$ cat src/rtl/mux8_rr_arbiter.sv
// Round-robin arbiter and sequencer for the shared 8-to-1 mux datapath.
// One requester at a time is granted; its lane is presented on a
// valid/ready output handshake. Completion or abort re-arbitrates on the
// same edge so back-to-back transfers carry no bubble cycle.
module mux8_rr_arbiter #(
  parameter int DATA_W = 1
) (
  input  logic                clk,
  input  logic                rst,
  input  logic [7:0]          req,
  input  logic [8*DATA_W-1:0] in_data,
  input  logic                out_ready,
  output logic [7:0]          gnt,
  output logic [2:0]          sel,
  output logic                out_valid,
  output logic [DATA_W-1:0]   out_data,
  output logic                busy
);

  typedef enum logic {IDLE, GRANT} state_t;

  state_t            state;
  logic [2:0]        ptr;
  logic [7:0]        cand;
  logic [2:0]        base;
  logic [2:0]        idx;
  logic [2:0]        winner;
  logic              found;
  logic              rel;
  logic [DATA_W-1:0] lanes [8];

  // Next-winner search: while a grant is held, the current holder is masked
  // out and the search starts just past it, which is exactly the pointer
  // value the releasing edge will store.
  always_comb begin
    cand   = req;
    base   = ptr;
    if (state == GRANT) begin
      cand[sel] = 1'b0;
      base      = sel + 3'd1;
    end
    idx    = '0;
    winner = '0;
    found  = 1'b0;
    for (int unsigned k = 0; k < 8; k++) begin
      idx = base + 3'(k);
      if (!found && cand[idx]) begin
        winner = idx;
        found  = 1'b1;
      end
    end
  end

  // Grant is released on completion (ready with request held) or abort (request dropped).
  always_comb begin
    rel = (state == GRANT) && (!req[sel] || out_ready);
  end

  // Arbitration state machine: grant, pointer and select registers.
  always_ff @(posedge clk or posedge rst) begin
    if (rst) begin
      state <= IDLE;
      ptr   <= '0;
      sel   <= '0;
      gnt   <= '0;
    end else begin
      case (state)
        IDLE: begin
          if (found) begin
            sel   <= winner;
            gnt   <= 8'd1 << winner;
            state <= GRANT;
          end
        end
        GRANT: begin
          if (rel) begin
            ptr <= sel + 3'd1;
            if (found) begin
              sel <= winner;
              gnt <= 8'd1 << winner;
            end else begin
              gnt   <= '0;
              state <= IDLE;
            end
          end
        end
      endcase
    end
  end

  // Split the packed input into lanes for the select mux.
  always_comb begin
    for (int unsigned i = 0; i < 8; i++) begin
      lanes[i] = in_data[i*DATA_W +: DATA_W];
    end
  end

  assign out_data  = lanes[sel];
  assign out_valid = (state == GRANT);
  assign busy      = out_valid;

endmodule

$ cat config.mk
export PLATFORM = sky130hd
export DESIGN_NAME = mux8_rr_arbiter
export DESIGN_NICKNAME = d
export VERILOG_FILES = /design/src/rtl/mux8_rr_arbiter.sv
export SDC_FILE = /design/constraint.sdc
export NUM_CORES = 1
export LEC_CHECK = 0
export CORE_ASPECT_RATIO = 1.1
export CORE_UTILIZATION = 48
export CTS_CLUSTER_SIZE = 30
export DETAILED_ROUTE_END_ITERATION = 10
export PLACE_DENSITY = 0.83
export SYNTH_ARGS = -nofsm -noshare
export SYNTH_HDL_FRONTEND = slang
export SYNTH_SLANG_ARGS = --single-unit
$ cat constraint.sdc
create_clock -name clk -period 3.4 [get_ports clk]
set_clock_uncertainty 0.2 [all_clocks]
set_input_delay 0.68 -clock clk [delete_from_list [all_inputs] [get_ports clk]]
set_output_delay 0.68 -clock clk [all_outputs]
set_load 0.03 [all_outputs]
==> flow_summary.yaml, run 1 <==
placed_design:
  hpwl_um: 4603
  place_congestion: 0.9875
  portBuffers: 32
clock_tree:
  ctsRootBufferMaster: "clkbuf_8"
  numCtsBuffers: 3
  cts_tree: "yes"
  cts_max_path_buffers: 2
  h-tree-depth: 1
  cts_hold_buf: 0
  worstSkewPairLatency_ns: 0.25
  path_clk_slew_ns: 0.07
  cts_sinks: 15
logic_synthesis:
  post-synth-top-count-cell: "nand2_1"
  synth_common_cells: "nand2_1 (27), o21ai_0 (16), dfrtp_1 (15), inv_1 (12)"
  yosysSeqAreaShare: 0.1985
  synthesis.nets: 237
  synth_area_leaders: "dfrtp_1 (20%), mux4_2 (12%), mux2i_1 (5.8%)"
  syn_area_per_cell_sq_um: 8.793
  synthArstFlopShare: 1.000
  yosysUniqueCellTypes: 55
  yosys.area.top_type: "dfrtp_1"
  syn_inst: 215
  synth_edf_count: 0
  ys.flop_type: "dfrtp_1"
  synth_seq_cells: 15
  yosysWarningCount: 0
  syn-cell-area_sq_mm: 0.001891
  netlist.area_leader.share: 0.1985
final_layout:
  nets: 322
  drive_above_1_share: 0.4548
  num_antenna_cells: 0
  area_growth_pct: 57.91
  final_util: 0.8042
sta:
  hold_viol_final: 0
  fin_ws_ns: -0.02783
  worstMarginPinSlew_ns: 0.5824
  max_slew_margin: 0.6113
  final.period_utilization: 1.008
  rsz0062_at_grt: "true"
  final_max_slew_viol_count: 0
  min_period_ns: 3.428
  fmax_mhz: 291.7
  setup_violations: 4
die:
  fp.dieH_um: 67.82
  initial_utilization: 0.5093
  die_width_um: 61.84
  core_area_sq_mm: 0.003712
  dieArea_sq_mm: 0.004194
  ios: 33
  rows: 23
setup_path:
  crit_fanout: 3
  critPathKind: "flip-flop to flip-flop"
  crit_path_start_kind: "flip-flop"
  crit_arrival_ns: 3.38
  cp-end-kind: "flip-flop"
  cp.required_ns: 3.36
global_route:
  grt_pass1_vias: 2102
  grt.total_usage: 0.3221
  grt_first_pass_wirelength_um: 9839
  overflow: 0
  grt_antenna_before_repair: 0
  grt_max_degree: 16
drt:
  first_pass_iters: 5
  antenna_left: 0
  drc: 0
  drt-vias-per-instance: 6.693
  route.vias.total: 2336
  routed_wl_um: 7403
  wl_per_cell_um: 21.21
  drt_iter0_drc: 265
hold_path:
  hp-class: "flip-flop to flip-flop"
outcome:
  violations: "negative setup slack"
  status: "complete, but fails checks"
flow_run:
  drv_cap: 0
-- sequential cells by signal (all words and copies together), names as in the netlist --
register / flops
gnt: 8
ptr: 3
sel: 3
busy: 1
-- layer usage --
layer / track usage / wire length, um / part of all wire / up-vias
li1: - / - / - / 982
met1: 0.4217 / 2687 / 0.36 / 1125
met2: 0.5430 / 3633 / 0.49 / 183
met3: 0.03781 / 706 / 0.095 / 46
met4: 0.1167 / 375 / 0.051 / 0
met5: 0 / 0 / 0 / -
-- cells by family after synthesis --
| logic type | Yosys count | synth area share |
|---|---|---|
| AO/OA/AOI/OAI | 71 | 0.2614 |
| XOR/XNOR | 3 | 0.01787 |
| adder cells (fa/ha/maj) | 3 | 0.01986 |
| buffers and inverters | 25 | 0.06949 |
| flip-flops | 15 | 0.1985 |
| multiplexers | 31 | 0.2535 |
| AND/OR/NAND/NOR | 67 | 0.1794 |
-- worst paths after layout --
path,depth (start not counted),slack (ns),to,startpoint
min in group asynchronous,2,0.58,gnt[0],rst
max in group asynchronous,2,2.00,sel[1],rst
worst min register to register,1,0.32,gnt[2],gnt[2]
worst min-delay path,1,0.32,gnt[2],gnt[2]
worst max register to register,14,-0.03,gnt[4],sel[1]
worst max-delay path,14,-0.03,gnt[4],sel[1]
-- repair_timing --
action	4_1_cts	5_1_grt
buffers inserted	4	9
endpoints found under the setup margin	11	11
pin swaps	3	14
gates cloned	0	0
resized for setup	9	50
-- placed cells by master (no fill, tap or decap), types with 5 or more instances in the layout --
cell type / count
nand2_1: 24
a21oi_1: 7
mux2_2: 6
nor2_1: 9
o21ai_0: 8
mux2i_1: 6
o211ai_1: 7
mux4_2: 11
mux2i_2: 5
dfrtp_1: 12
o21ai_1: 7
buf_4: 53
inv_1: 12
clkdlybuf4s50_1: 29
nand3_1: 6
-- worst max-delay path, stage by stage (launching register included) --
cell and delay, ns:
dfrtp_2 0.42, ha_4 0.25, mux2i_4 0.22, ha_4 0.26
clkinv_4 0.05, o31ai_2 0.06, a221oi_2 0.29, a21oi_2 0.10
buf_4 0.15, mux2_2 0.29, a31o_2 0.25, a21o_1 0.18
o211ai_1 0.30, nand2_2 0.11, o31ai_2 0.21
-- stage by stage --
stage	setup slack [ns]	instances	setup TNS, ns	instance area (sq um)	hold slack, ns
finish	-0.02783	349	-0.06469	2985	0.3154
CTS	0.02169	342	0	2730	0.2911
global placement	-0.2146	334	-1.554	2610	0.2744
global route	-0.1618	349	-0.9323	2985	0.3446
floorplan	0.0001821	215	0	1954	0.3376
detailed placement	-0.3340	334	-2.882	2610	0.2755
-- area by class of cell --
type                    instances  area [sq um]
repair buffers                 90         785.8
flip-flops and latches         15         379.1
well taps                      50         62.56
multi-input cells             175          1650
inverters                      15         61.31
fillers                       196         726.9
clock inverters                 1         5.005
clock buffers                   3         41.29
Power of run 1 is left out: the tool's default activity adds up to more than one toggle a clock period on the data nets, which glitch-free logic cannot reach.
==> run 2, diff against run 1 <==
Settings changed: CORE_UTILIZATION 48 to 45, PLACE_DENSITY 0.83 to 0.78.
==> flow_summary.yaml, run 2 (synthesized netlist as in run 1, its figures left out) <==
outcome:
  status: "complete, but fails checks"
  violations: "negative setup slack"
placed_design:
  hpwl_um: 4484
  placed_cell_area_sq_mm: 0.002660
  portBuffers: 32
  place_congestion: 0.9454
clock_tree:
  ctsRootBufferMaster: "clkbuf_8"
  cts_hold_buf: 0
  cts_sinks: 15
  path_clk_slew_ns: 0.06
  numCtsBuffers: 3
  h-tree-depth: 1
  cts_tree: "yes"
  worstSkewPairLatency_ns: 0.25
  cts_max_path_buffers: 2
sta:
  final.period_utilization: 1.047
  final_max_slew_viol_count: 0
  fmax_mhz: 281.0
  setup_violations: 1
  hold_viol_final: 0
  fin_ws_ns: -0.1592
  min_period_ns: 3.559
  worstMarginPinSlew_ns: 0.5896
  max_slew_margin: 0.6065
setup_path:
  cp_slowest_cell: "dfrtp_2"
  cp.required_ns: 3.32
  crit_arrival_ns: 3.48
  cp_slowest_stage_delay_ns: 0.43
  startpoint: "sel[1]"
  rrSetupSlack_ns: -0.16
  crit_fanout: 5
  cp-end-kind: "flip-flop"
  crit_chain: "ha_4, mux2i_4, ha_4, clkinv_4, o31ai_2, a221oi_2, buf_4, a21oi_4, o31a_1, buf_4, a21oi_4, o2bb2ai_2, o211ai_4, nand2b_1, o31ai_1"
  critPathKind: "flip-flop to flip-flop"
  rr_startpoint: "sel[1]"
  crit_path_start_kind: "flip-flop"
global_route:
  overflow: 0
  grt_antenna_before_repair: 0
  grt_max_degree: 19
  grt_first_pass_wirelength_um: 9763
  grt_pass1_vias: 2058
  grt.total_usage: 0.2775
hold_path:
  hp-class: "flip-flop to flip-flop"
  min-delay-start: "gnt[4]"
final_layout:
  final_common_cell: "buf_4"
  drive_above_1_share: 0.4625
  num_antenna_cells: 0
  layout_common_cells: "buf_4 (61), clkdlybuf4s50_1 (29), nand2_1 (23)"
  nets: 330
  top_register: "gnt"
  top_regs: "gnt (8), ptr (3), sel (3)"
  area_growth_pct: 62.01
  filler_cell_count: 234
  final_area_sq_mm: 0.003063
  largest_reg_flops: 8
die:
  die_width_um: 63.80
  dieArea_sq_mm: 0.004465
  ios: 33
  rows: 24
  initial_utilization: 0.4734
  core_area_sq_mm: 0.003994
  fp.dieH_um: 69.98
drt:
  drt_iter0_drc: 213
  routed_wl_um: 7223
  first_pass_iters: 4
  route.vias.total: 2237
  wl_per_cell_um: 20.12
  antenna_left: 0
  drc: 0
  drt-vias-per-instance: 6.231
flow_run:
  drv_cap: 0
## run 2: changes by cell type in the layout (fill, tap and decap cells not counted), moves of 2 or more
cell      before  now
a21oi_2        3    1
a21oi_4        2    5
buf_12         0    2
buf_4         53   61
buf_6          4    1
mux2i_1        6    8
nand2b_1       4    6
nand2b_4       3    1
o21ai_1        7    3
o21ai_2        2    5
## run 2: layer usage
metal | track usage | part of all wire | vias to the layer above
met4 | 0.08333 | 0.029 | 0
met3 | 0.04575 | 0.073 | 27
li1 | - | - | 998
met1 | 0.3651 | 0.40 | 1078
met2 | 0.4634 | 0.50 | 134
met5 | 0 | 0 | -
## run 2: critical path, delay by kind of cell, from the launching register on
family	cells	cell delay, ns
DFF	1	0.43
adders and majority gates	2	0.51
muxes	1	0.22
and+or+nand+nor	1	0.20
buffers and inverters	3	0.42
AOI/OAI and AO/OA	8	1.44
## run 2: repair_timing
item	in CTS	in global routing
pin swaps	5	21
hold endpoints to repair	0	0
gates resized for setup	9	47
setup buffers	2	14
endpoints found under the setup margin	8	11
gates cloned	1	0
## run 2: final cells by class
type	count	area, sq um	share of cell area
multi-input combinational	176	1660	0.5421
timing repair buffer	97	852.1	0.2782
sequential	15	379.1	0.1238
tap	52	65.06	0.02124
inverter	15	61.31	0.02002
clock buffer	4	45.04	0.01471
## run 2: through the flow
stage          TNS [ns]  cells  setup slack, ns  hold slack (ns)  utilization
6_report        -0.1592    359          -0.1592           0.2855       0.7669
5_1_grt         -0.6295    359          -0.2473           0.3294       0.7669
4_1_cts               0    346          0.01939           0.2782       0.6924
3_5_place_dp     -2.907    339          -0.3420           0.2648       0.6660
3_3_place_gp     -2.185    339          -0.2378           0.2674       0.6660
2_1_floorplan         0    215        0.0001821           0.3376            -
## run 2: path summary, 6_finish.rpt
path / endpoint / cells after the start
max reg2reg: gnt[1] / 15
max in group asynchronous: busy / 2
max: gnt[1] / 15
min in group asynchronous: gnt[7] / 2
min reg2reg: gnt[4] / 2
min: gnt[4] / 2
Power of run 2 is left out for the same reason.
